<file path="src/rtl/temperature_response_controller.sv">
// ============================================================================
// Module   : temperature_response_controller
// Brief    : Debounced heater/cooler/fault controller driven by sampled
//            low/high temperature abnormality flags.
// Revision : 1.0 - initial release
// ============================================================================
`default_nettype none

module temperature_response_controller #(
    parameter int CONFIRM_COUNT = 3,
    parameter int EVENT_W       = 8
) (
    input  logic               clk,
    input  logic               rst,
    input  logic               sampleValid,
    input  logic               lowTempAbnormality,
    input  logic               highTempAbnormality,
    input  logic               clearFault,
    output logic               heaterOn,
    output logic               coolerOn,
    output logic               alarm,
    output logic [1:0]         state,
    output logic [EVENT_W-1:0] abnormalEventCount
);

    typedef enum logic [1:0] {
        S_NORMAL  = 2'b00,
        S_HEATING = 2'b01,
        S_COOLING = 2'b10,
        S_FAULT   = 2'b11
    } state_t;

    // Sample class is simply {high, low}.
    localparam logic [1:0] c_CLS_OK   = 2'b00;
    localparam logic [1:0] c_CLS_LOW  = 2'b01;
    localparam logic [1:0] c_CLS_HIGH = 2'b10;
    localparam logic [1:0] c_CLS_BOTH = 2'b11;
    localparam logic [3:0] c_CONFIRM  = 4'(CONFIRM_COUNT);

    state_t             r_state;
    logic [1:0]         r_cand;
    logic [3:0]         r_cnt;
    logic               r_heater;
    logic               r_cooler;
    logic               r_alarm;
    logic [EVENT_W-1:0] r_evtCnt;

    logic [1:0] w_cls;
    logic [3:0] w_runLen;
    logic       w_confirm;
    state_t     w_nextState;
    logic       w_abnEntry;

    always_comb begin
        w_cls       = {highTempAbnormality, lowTempAbnormality};
        w_runLen    = (w_cls == r_cand) ? (r_cnt + 4'd1) : 4'd1;
        w_confirm   = sampleValid && (r_state != S_FAULT) && (w_runLen == c_CONFIRM);
        w_nextState = r_state;
        case (r_state)
            S_NORMAL: begin
                if (w_confirm) begin
                    case (w_cls)
                        c_CLS_LOW:  w_nextState = S_HEATING;
                        c_CLS_HIGH: w_nextState = S_COOLING;
                        c_CLS_BOTH: w_nextState = S_FAULT;
                        default:    w_nextState = S_NORMAL;
                    endcase
                end
            end
            S_HEATING: begin
                // An opposite-side excursion returns to NORMAL first, never crosses over.
                if (w_confirm) begin
                    case (w_cls)
                        c_CLS_LOW:  w_nextState = S_HEATING;
                        c_CLS_BOTH: w_nextState = S_FAULT;
                        default:    w_nextState = S_NORMAL;
                    endcase
                end
            end
            S_COOLING: begin
                if (w_confirm) begin
                    case (w_cls)
                        c_CLS_HIGH: w_nextState = S_COOLING;
                        c_CLS_BOTH: w_nextState = S_FAULT;
                        default:    w_nextState = S_NORMAL;
                    endcase
                end
            end
            default: begin
                if (clearFault) begin
                    w_nextState = S_NORMAL;
                end
            end
        endcase
        w_abnEntry = (w_nextState != r_state) && (w_nextState != S_NORMAL);
    end

    always_ff @(posedge clk) begin
        if (!rst) begin
            r_state  <= S_NORMAL;
            r_cand   <= c_CLS_OK;
            r_cnt    <= 4'd0;
            r_heater <= 1'b0;
            r_cooler <= 1'b0;
            r_alarm  <= 1'b0;
            r_evtCnt <= '0;
        end else begin
            r_state  <= w_nextState;
            r_heater <= (w_nextState == S_HEATING);
            r_cooler <= (w_nextState == S_COOLING);
            r_alarm  <= (w_nextState == S_FAULT);
            if (w_abnEntry && (r_evtCnt != '1)) begin
                r_evtCnt <= r_evtCnt + EVENT_W'(1);
            end
            // Flags are ignored in FAULT; leaving it starts a fresh run.
            if (r_state == S_FAULT) begin
                if (clearFault) begin
                    r_cnt  <= 4'd0;
                    r_cand <= c_CLS_OK;
                end
            end else if (sampleValid) begin
                r_cand <= w_cls;
                r_cnt  <= w_confirm ? 4'd0 : w_runLen;
            end
        end
    end

    assign heaterOn           = r_heater;
    assign coolerOn           = r_cooler;
    assign alarm              = r_alarm;
    assign state              = r_state;
    assign abnormalEventCount = r_evtCnt;

endmodule

`default_nettype wire

</file>
<file path="config.mk">
export PLATFORM = sky130hd
export DESIGN_NAME = temperature_response_controller
export DESIGN_NICKNAME = d
export VERILOG_FILES = /design/src/rtl/temperature_response_controller.sv
export SDC_FILE = /design/constraint.sdc
export NUM_CORES = 1
export LEC_CHECK = 0
export CAP_MARGIN = 15
export CELL_PAD_IN_SITES_DETAIL_PLACEMENT = 0
export CELL_PAD_IN_SITES_GLOBAL_PLACEMENT = 2
export CORE_MARGIN = 4
export CORE_UTILIZATION = 34
export DETAILED_ROUTE_END_ITERATION = 10
export PLACE_DENSITY = 0.86
export SLEW_MARGIN = 10
export SYNTH_ARGS = -nofsm -noshare
export SYNTH_HDL_FRONTEND = slang
export SYNTH_SLANG_ARGS = --single-unit
</file>
<file path="constraint.sdc">
create_clock -name clk -period 5.02 [get_ports clk]
set_input_delay 1.255 -clock clk [delete_from_list [all_inputs] [get_ports clk]]
set_output_delay 1.255 -clock clk [all_outputs]
set_load 0.01 [all_outputs]
</file>
# Yosys cells after proc, flatten, opt, wreduce, memory -nomap -nowiden
# Index checks and enable logic that the tools add are counted.
# Widths: inputs -> output; s select.
op_classes:
  addsub: 2
  n_eq_ne: 15
  muxes: 16
  reduce_logical: 8
ops:
  columns: ["op", "n"]
  rows:
  - ["$mux 4", 5]
  - ["$mux 2", 7]
  - ["$eq 2x2->1 const B", 6]
  - ["$pmux 2 s3", 2]
  - ["$add 8x1->8 const B", 1]
  - ["$ne 8x8->1 const B", 1]
  - ["$pmux 2 s2", 2]
  - ["$eq 2x1->1 const B", 3]
  - ["$add 4x1->4 const B", 1]
  - ["$eq 4x2->1 const B", 1]
  - ["$logic_and 1x1->1", 4]
  - ["$ne 2x2->1 const B", 2]
  - ["$reduce_bool 2->1", 2]
  - ["$eq 2x2->1", 1]
  - ["$logic_not 2->1", 1]
  - ["$ne 2x2->1", 1]
  - ["$reduce_and 2->1", 1]
totals:
  reg_bits: 19
  in_bits: 6
  out_inout_bits: 13
  wordCells: 48

# Longest topological paths before layout
# Gate-level depths: netlist of the first run.
logic_depth:
  word_depth: 9
  depth_mapped: 7

# Least setup slack after synthesis of the first run
# Ideal clock, no wire load.
synth_path:
  kind: "input to register"
  start: "input lowTempAbnormality"
  end: "register r_evtCnt[7], in the netlist abnormalEventCount[7]"
  setup_time_ns: 0.072
  t_arrival_ns: 2.393
  t_required_ns: 4.948
  slack_ns: 2.556
  path_stages: 6
  path_buffers: 2
  path_cell_list: "buf_2 -> xnor2_2 -> nand3_2 -> buf_6 -> nor4_1 -> mux2i_1"
synth_between:
  elab_chain_len: 9
  word_cells_on_any_way: 18
  cone_classes: "eq/ne (6); mux (8); reduce/logical (4)"
synth_rtl:
  columns: ["item", "line", "text"]
  rows:
  - ["start: declaration", "16", "input logic lowTempAbnormality,"]
  - ["$eq 2x2->1", "56", "w_runLen = (w_cls == r_cand) ? (r_cnt + 4'd1) : 4'd1;"]
  - ["$mux 4", "56", null]
  - ["$eq 4x2->1", "57", "w_confirm = sampleValid && (r_state != S_FAULT) && (w_runLen == c_CONFIRM);"]
  - ["$logic_and 1x1->1", "57", null]
  - ["$mux 2 (on tied branches)", "81, 61, 72", null]
  - ["$pmux 2 s3 (*)", "59", "case (r_state)"]
  - ["$ne 2x2->1 or $reduce_bool 2->1 (tied branches)", "95", "w_abnEntry = (w_nextState != r_state) && (w_nextState != S_NORMAL);"]
  - ["$logic_and 1x1->1 (*)", "95", null]
  - ["$logic_and 1x1->1 (*)", "112", "if (w_abnEntry && (r_evtCnt != '1)) begin"]
  - ["end signal: assignment", "113", "r_evtCnt <= r_evtCnt + EVENT_W'(1);"]
  - ["end: declaration", "46", "logic [EVENT_W-1:0] r_evtCnt;"]
# Mark *: on every way between the ends. The rest lies on a longest branch, timed or not.
# A chain may end at the register's enable or synchronous reset.

# Final worst setup path of the first run
layout_path:
  start: "input highTempAbnormality"
  end: "register r_evtCnt[6], in the netlist abnormalEventCount[6]"
layout_between:
  elab_chain_len: 9
  word_cells_on_any_way: 18
  cone_classes: "eq/ne (6); mux (8); reduce/logical (4)"
layout_rtl:
  columns: ["item", "line", "text"]
  rows:
  - ["start: declaration", "17", "input logic highTempAbnormality,"]
  - ["$eq 2x2->1", "56", null]
  - ["$mux 4", "56", null]
  - ["$eq 4x2->1", "57", null]
  - ["$logic_and 1x1->1", "57", null]
  - ["$mux 2 (on tied branches)", "81, 61, 72", null]
  - ["$pmux 2 s3 (*)", "59", null]
  - ["$ne 2x2->1 or $reduce_bool 2->1 (tied branches)", "95", null]
  - ["$logic_and 1x1->1 (*)", "95", null]
  - ["$logic_and 1x1->1 (*)", "112", null]
# Marked as above.

==> results of run 1 <==
-- routing by layer --
| metal | part of all wire (%) | up-vias |
|---|---|---|
| met2 | 47 | 12 |
| li1 | - | 470 |
| met4 | 1.2 | 0 |
| met5 | 0 | - |
| met1 | 50 | 413 |
| met3 | 2.3 | 4 |
-- final cells by class --
cell class	count	area (sq um)
Inverter	4	15.0
Clock buffer	3	22.5
Fill cell	328	1780
Clock inverter	1	5.00
Timing Repair Buffer	18	180
Tap cell	44	55.1
Sequential cell	19	380
Multi-Input combinational cell	94	693
-- sequential cells by signal, summed over array words and instances (netlist names) --
signal,cells
abnormalEventCount,8
r_cnt,4
r_cand,2
state,2
alarm,1
coolerOn,1
heaterOn,1
-- critical path, delay by kind of cell --
family                    cells  cell delay [ns]
AOI/OAI and AO/OA             1             0.07
xor gates and xnor gates      1             0.20
buffers and inverters         1             0.63
and+or+nand+nor               3             0.97
-- power by group through the flow --
stage	sequential [mW]	combinational (mW)	clock, mW
6_report	0.161	0.0514	0.0815
5_1_grt	0.162	0.0562	0.0948
4_1_cts	0.161	0.0519	0.0861
3_5_place_dp	0.165	0.0518	0
3_3_place_gp	0.165	0.0515	0
2_1_floorplan	0.162	0.0424	0
-- worst paths after layout --
path	start	endpoint	slack [ns]	cells past startpoint
max reg2reg	r_cnt[0]	abnormalEventCount[6]	3.04	6
max	highTempAbnormality	abnormalEventCount[6]	2.07	6
min reg2reg	abnormalEventCount[6]	abnormalEventCount[6]	0.51	1
min	abnormalEventCount[6]	abnormalEventCount[6]	0.51	1
-- cell usage in the layout (no fill, tap or decap), types with 2 or more instances in the layout --
cell type / count
a211oi_1: 2
a21oi_1: 6
a22oi_1: 3
a31oi_1: 2
and2_1: 3
and2b_2: 2
clkbuf_4: 3
clkdlybuf4s50_1: 18
dfxtp_1: 19
ha_1: 2
inv_1: 4
mux2i_1: 3
nand2_1: 6
nand2b_1: 6
nand3_1: 7
nand4_1: 2
nor2_1: 16
nor3_1: 2
nor4_4: 2
nor4b_2: 2
o21a_1: 2
o21ai_0: 4
xnor2_1: 6
-- kinds of logic after synthesis --
| group | after synthesis |
|---|---|
| AO/OA/AOI/OAI | 25 |
| XOR/XNOR | 7 |
| adder cells (fa/ha/maj) | 2 |
| buffers and inverters | 10 |
| flip-flops | 19 |
| multiplexers | 3 |
| AND/OR/NAND/NOR | 57 |
==> run metrics, run 1 <==
status=complete, no violations; largest family of logic cells by synthesized area=simple AND/OR/NAND/NOR gates; IO Count=19; cts hold-fix bufs=0; Yosys top cell by area=dfxtp_1; Post-CTS Setup Bufs=0; post-synth net total=about 130; worst endpoint required time=5.20 ns; drt via density=~4.9; std cell rows=20; number of global-route vias before repair=between 800 and 900; GRT overflow=0; Final Cycle Share=about 59%; min Tclk post-route=roughly 3.0 ns; largest cells by area after synthesis=dfxtp_1, nor2_1, xnor2_1; Cell Area, Synth=about 1100 sq um; crit path DAT=3.13 ns; Die ar.=4330 sq um; Largest stage delay, worst path=~0.63 ns; RSZ-0062 raised after global routing=false; worst hold slack=0.511 ns; Root Driver=clkbuf_4; Final Routed Wirelength=~2.4 mm; grt met3 use=3.74%; Placed Area=about 1300 sq um; Sw Share=around 29%; CP endpoint kind=flip-flop; CTS tree=built; Distinct cells, synth=40; Die Ht=between 60 and 70 um; VDD IR-drop max=0.118 mV; port bufs=18; die width=65.8 um; initial core utilization=36.3%; Worst Setup Start Kind=primary input; pin count of the biggest net entering global routing=16; Syn. warnings=0; gp weighted congestion=between 0.7 and 0.8; worst hold path type=flip-flop to flip-flop; sequential area share after synthesis=33.5%; Post-Synth Simple-Gate Area=between 30% and 40%; Iteration-0 DRC Markers=66; Post-DRT Antenna Nets=0; clock tree buffer depth=2; Sum Neg Setup Slack=0 ns; H-tree Lvls=1; Setup WS post-layout=between 2 and 2.5 ns; net switching power=roughly 0.086 mW; max-cap check violation count=0; CP Max Fanout=15; total chip power=around 0.29 mW; Max Freq=~340 MHz; Vias=approximately 900; Synth Area per Inst=~9 sq um; most frequent cell after synthesis=dfxtp_1; Detailed Place HPWL=1.73 mm; layer with the highest usage=met2; clock power share=between 20% and 30%; worst-skew pair later-pin latency=just over 0.3 ns; DRC viols=0; Final Hold Viols=0; synth cell count leaders=dfxtp_1, nor2_1, nand3_1; met2 Use GR=between 10% and 20%; Final Non-Filler Cells=~180; sequential share of power=roughly 55%; relative slew slack=around two thirds; final instance area=between 1000 and 1500 sq um; initial antenna violation count=0; Least-Margin Pin Slew=0.510 ns; Num CTS Buffers=3; first-pass GRT wire length=4.12 mm; XOR/XNOR Fraction of Synth Area=under 10%; post-synthesis mux area share=around 2.6%; endpoints failing setup=0; critical path, cell by cell=clkdlybuf4s50_1 > xnor2_1 > nand3_2 > nor4b_2 > nor2b_1 > a211oi_1; first drt pass iteration count=4; post-CTS sizing=0; met1 usage=between 15 and 20%; fin util=a little over two fifths; core footprint=approximately 3100 sq um; layout cells sized above 1=about 13%; NumNets Final=between 100 and 150; Total GRT Usage=around an eighth; clock sink total=19; Async SR Flop Fraction=0%; P&R area growth vs syn=19.1%; cell area power density=218 nW/um^2; dpl cells=roughly 180; Setup WS pre-CTS=between 1.5 and 2 ns; Cell Int Power=between 0.2 and 0.25 mW; synthesized flop and latch total=19; Post-Synthesis Cells=~120; combinational share of power=roughly 18%; Reg clk slew, reported paths=between 0.1 and 0.15 ns; worst clock skew=0.00791 ns; Final Max Tran Viols=0; Pleak=0.455 nW; critical setup path kind=primary input to flip-flop; Inserted Diodes=0; Synth Area in Adders=2.21%; Yosys top cell area share=roughly 34%; ys flop type=dfxtp_1; EDFF count, synth=0; WL/cell=around 13 um; Synth Area in Compound Gates=roughly 18%; Slowest-stage cell, CP=clkdlybuf4s50_1
Power figures use the tool's default switching activity.
==> inputs of run 2 (changes only) <==
Settings changed: CORE_UTILIZATION 34 to 28, PLACE_DENSITY 0.86 to 0.76.
Clock period 5.02 ns to 2.7 ns, I/O delays scaled along.
==> run 2 against run 1 <==
Against the previous run:
- sequential share of layout area down 0.91 points
- via count increased by 3.9%
- utilization down 6.4 points
- cell area is 3.3% higher
- sequential power grew 86%
- critical path depth unchanged
- clock power grew to 2.5 times the previous value
- first-iteration DRC count decreased by 45%
- count of clock-buffer cells in the layout up 1
- die area rose by 19%
- largest cell class unchanged
- largest power group unchanged
==> run metrics, run 2 (synthesis gave the netlist of run 1 again) <==
Vias=934; first drt pass iteration count=4; initial antenna violation count=0; min Tclk post-route=about 2.2 ns; clock sink total=19; max-cap check violation count=0; endpoints failing setup=0; commonest non-fill, non-tap cells in the layout=dfxtp_1, clkdlybuf4s50_1, nor2_1, nand3_1; GRT overflow=0; worst clock skew=approximately 0.0044 ns; Die Ht=71.7 um; worst-skew pair later-pin latency=~0.26 ns; Final Cycle Share=between 80 and 90%; crit path DAT=between 2 and 2.5 ns; sequential share of power=about half; Iteration-0 DRC Markers=36; FF-to-FF Start=r_cnt[0]; Hold EP=abnormalEventCount[1]; Least-Margin Pin Slew=~0.50 ns; reg2reg path depth=6; Inserted Diodes=0; Root Driver=clkbuf_8; worst hold stages=2; Sw Share=27.1%; combinational share of power=between 10% and 20%; drt via density=4.92; Post-CTS Setup Bufs=0; Die ar.=between 5000 and 6000 sq um; dpl cells=186; cts hold-fix bufs=0; std cell rows=22; VDD IR-drop max=between 0.15 and 0.2 mV; clock power share=between 30% and 40%; worst endpoint required time=~2.9 ns; FF-to-FF setup slack=0.76 ns; worst hold slack=0.503 ns; Worst Setup Start Kind=primary input; layout cells sized above 1=about 14%; CP Launch Point=highTempAbnormality; Cell Int Power=about 0.44 mW; status=complete, no violations; net switching power=0.163 mW; P&R area growth vs syn=23.0%; worst hold path type=flip-flop to flip-flop; port bufs=18; Post-DRT Antenna Nets=0; Reg2Reg Capture Point=abnormalEventCount[6]; H-tree Lvls=1; hold wc startpoint=abnormalEventCount[1]; IO Count=19; Detailed Place HPWL=~1.8 mm; max FFs per register=8; total chip power=about 0.60 mW; CP endpoint kind=flip-flop; Final Hold Viols=0; critical setup path kind=primary input to flip-flop; cell area power density=between 400 and 500 nW/um^2; clock tree buffer depth=2; die width=slightly above 70 um; Setup WS pre-CTS=~0.20 ns; Total GRT Usage=10.6%; Pleak=around 0.47 nW; gp weighted congestion=0.702; Num CTS Buffers=3; pin count of the biggest net entering global routing=15; CTS tree=built; DRC viols=0; Sum Neg Setup Slack=0 ns; Final Max Tran Viols=0; most common cell after layout, fill and taps aside=dfxtp_1; filler cell count=396; initial core utilization=between 20% and 30%; Reg clk slew, reported paths=about 0.080 ns; Setup WS post-layout=roughly 0.46 ns; Final Routed Wirelength=~2.5 mm; number of global-route vias before repair=979; WL/cell=13.0 um; RSZ-0062 raised after global routing=false; post-CTS sizing=0; NumNets Final=151; CP Max Fanout=9; Max Freq=~450 MHz; relative slew slack=roughly two thirds; first-pass GRT wire length=around 4.4 mm; Final Non-Filler Cells=between 150 and 200; core footprint=between 3000 and 4000 sq um
run 2: how the worst max path moves through the flow:
stage          depth (start not counted)               endpoint  slack [ns]
3_5_place_dp                           6               r_cnt[2]        0.20
3_3_place_gp                           6  abnormalEventCount[5]        0.24
2_1_floorplan                          6  abnormalEventCount[7]        0.82
4_1_cts                                6               r_cnt[2]        0.46
6_report                               6               r_cnt[2]        0.46
5_1_grt                                6  abnormalEventCount[5]        0.38
run 2: layer usage:
metal	up-vias	global-route usage, %	share of wire [%]	wire, um
met5	-	0	0	0
li1	471	-	-	-
met1	443	13.7	50	1230
met2	18	16.7	45	1110
met4	0	3.76	0.49	12
met3	2	2.95	4.6	114
run 2: layout make-up:
cell class,count,area [sq um],share of cell area [%]
multi-input combinational,94,693,49.6
sequential,19,380,27.2
timing repair buffer,21,203,14.5
tap,48,60.1,4.30
clock buffer,4,45.0,3.23
inverter,4,15.0,1.08
run 2: power by group through the flow:
stage               Clock [mW]  Sequential (mW)  Combinational, mW
detailed placement           0            0.306              0.100
global placement             0            0.306             0.0997
floorplan                    0            0.301             0.0788
CTS                      0.212            0.299              0.101
global route             0.221            0.302              0.109
finish                   0.204            0.300             0.0997
run 2: worst max-delay path: stages:
cell and delay [ns]:
clkdlybuf4s50_1 0.43, xnor2_1 0.24, nand3_2 0.29, buf_4 0.26, or3b_1 0.37, a21oi_1 0.15
run 2: through the flow:
step	cell area (sq um)	util (%)
after floorplan	1130	-
after global placement	1350	35.6
after detailed placement	1350	35.6
after CTS	1400	36.8
after global routing	1400	36.8
final	1400	36.8
==> inputs of run 3 (changes only) <==
Settings changed: CORE_UTILIZATION 28 to 32, PLACE_DENSITY 0.76 to 0.81.
Clock period 2.7 ns to 2.3 ns, I/O delays scaled along.
==> run 3 against run 2 <==
Against the previous run:
- combinational power grew 31%
- wire length shrank 2.9%
- global-route usage grew 2.0 points
- utilization grew 5.5 points
- critical path depth shrank 5
- largest cell class unchanged
- cell area grew 2.6%
- clock skew is essentially flat
- worst hold slack lost 0.0041 ns
- sequential power grew 17%
- highest routed layer unchanged
- non-clock buffer count grew 6
==> run metrics, run 3 (synthesis gave the netlist of run 1 again) <==
status=complete, no violations; worst hold stages=2; multi-input logic area=a little under 700 sq um; max FFs per register=8; Total GRT Usage=approximately 13%; std cell rows=21; Die ar.=around 4600 sq um; relative slew slack=approximately two thirds; number of global-route vias before repair=903; commonest non-fill, non-tap cells in the layout=dfxtp_1, clkdlybuf4s50_1, nor2_1, buf_4, nand3_1; Root Driver=clkbuf_4; Reg clk slew, reported paths=between 0.1 and 0.15 ns; Critical Path Stages=1; worst hold path type=flip-flop to flip-flop; Crit path max-delay family=buffers and inverters; Hold EP=abnormalEventCount[1]; Slowest-stage cell, CP=clkdlybuf4s50_1; sequential cell area=about 380 sq um; CTS tree=built; filler cell count=~350; Pleak=around 0.5 nW; Reg2Reg Capture Point=abnormalEventCount[6]; initial antenna violation count=0; worst hold slack=0.499 ns; layout cells sized above 1=between 15 and 20%; most common cell after layout, fill and taps aside=dfxtp_1; Setup WS post-layout=~0.18 ns; Post-DRT Antenna Nets=0; Inserted Diodes=0; port bufs=18; Worst Setup Start Kind=flip-flop; reg2reg path depth=6; min Tclk post-route=about 2.1 ns; WL/cell=12.4 um; clock sink total=19; crit path DAT=approximately 1.6 ns; worst clock skew=roughly 0.0046 ns; Least-Margin Pin Slew=a little over 0.5 ns; P&R area growth vs syn=26.2%; pin count of the biggest net entering global routing=15; NumNets Final=~160; RSZ-0062 raised after global routing=false; endpoints failing setup=0; Largest stage delay, worst path=between 0.6 and 0.7 ns; cts hold-fix bufs=0; Num CTS Buffers=3; worst endpoint required time=approximately 1.7 ns; critical setup path kind=flip-flop to output port; CP Max Fanout=11; worst-skew pair later-pin latency=0.29 ns; Detailed Place HPWL=1.81 mm; gp weighted congestion=around 0.7; Final Routed Wirelength=2.40 mm; Vias=just over 900; cell area power density=455 nW/um^2; clock tree buffer depth=2; fin util=42.3%; dpl cells=190; max-cap check violation count=0; GRT overflow=0; first drt pass iteration count=4; post-CTS sizing=0; H-tree Lvls=1; IO Count=19; FF-to-FF Start=r_cnt[0]; core footprint=roughly 3400 sq um; FF-to-FF setup slack=approximately 0.30 ns; Final Hold Viols=0; CP endpoint kind=output port; critical path, cell by cell=clkdlybuf4s50_1; Max Freq=between 400 and 500 MHz; Final Max Tran Viols=0; Iteration-0 DRC Markers=37; hold wc startpoint=abnormalEventCount[1]; Post-CTS Setup Bufs=0; Setup WS pre-CTS=-0.0246 ns; Final Cycle Share=92.3%; CP bufs+invs=1; VDD IR-drop max=between 0.3 and 0.4 mV; drt via density=~4.8; Final Non-Filler Cells=194; die width=between 60 and 70 um; Die Ht=roughly 68 um; total chip power=between 0.6 and 0.7 mW; first-pass GRT wire length=roughly 4.3 mm; DRC viols=0; initial core utilization=approximately 33%
-- run 3: cell types whose count changed in the layout (fill, tap and decap cells not counted), sizes merged --
cell / before / now
buf: 3 / 9
-- run 3: per-stage QoR --
| step | cell area [sq um] | setup TNS (ns) |
|---|---|---|
| after floorplan | 1130 | 0 |
| after global routing | 1430 | 0 |
| final | 1430 | 0 |
| after global placement | 1410 | -0.0112 |
| after detailed placement | 1410 | -0.0246 |
| after CTS | 1430 | 0 |
-- run 3: layout make-up --
class                           instances  area share, %
Timing Repair Buffer                   27           18.2
Tap cell                               46           4.02
Multi-Input combinational cell         94           48.4
Sequential cell                        19           26.6
Clock buffer                            4           1.83
Inverter                                4           1.05
-- run 3: worst max path at each step --
stage                       startpoint                     to  slack [ns]
detailed placement  lowTempAbnormality  abnormalEventCount[6]       -0.02
floorplan           lowTempAbnormality  abnormalEventCount[7]        0.52
global placement    lowTempAbnormality  abnormalEventCount[5]       -0.01
global route                  state[0]               state[0]        0.09
finish                        state[0]               state[0]        0.18
CTS                           state[0]               state[0]        0.17
-- run 3: worst register-to-register path: cells and delay by family, from the launching register on --
family / cells / cell delay, ns
fa+ha+maj: 1 / 0.26
flops: 1 / 0.39
simple gates: 3 / 0.80
compound gates: 1 / 0.07
xor+xnor: 1 / 0.35
-- run 3: where the power goes --
group	internal, mW	switching, mW
registers	0.337	0.0144
clock network	0.0675	0.102
logic	0.0673	0.0640
-- run 3: per-layer routing --
metal | vias to the layer above | part of all wire, % | GRT usage, % | wire, um
met2 | 12 | 45 | 18.7 | 1080
met5 | - | 0 | 0 | 0
met4 | 0 | 1.3 | 4.56 | 32
met3 | 4 | 2.1 | 3.49 | 51
li1 | 487 | - | - | -
met1 | 430 | 52 | 17.1 | 1240
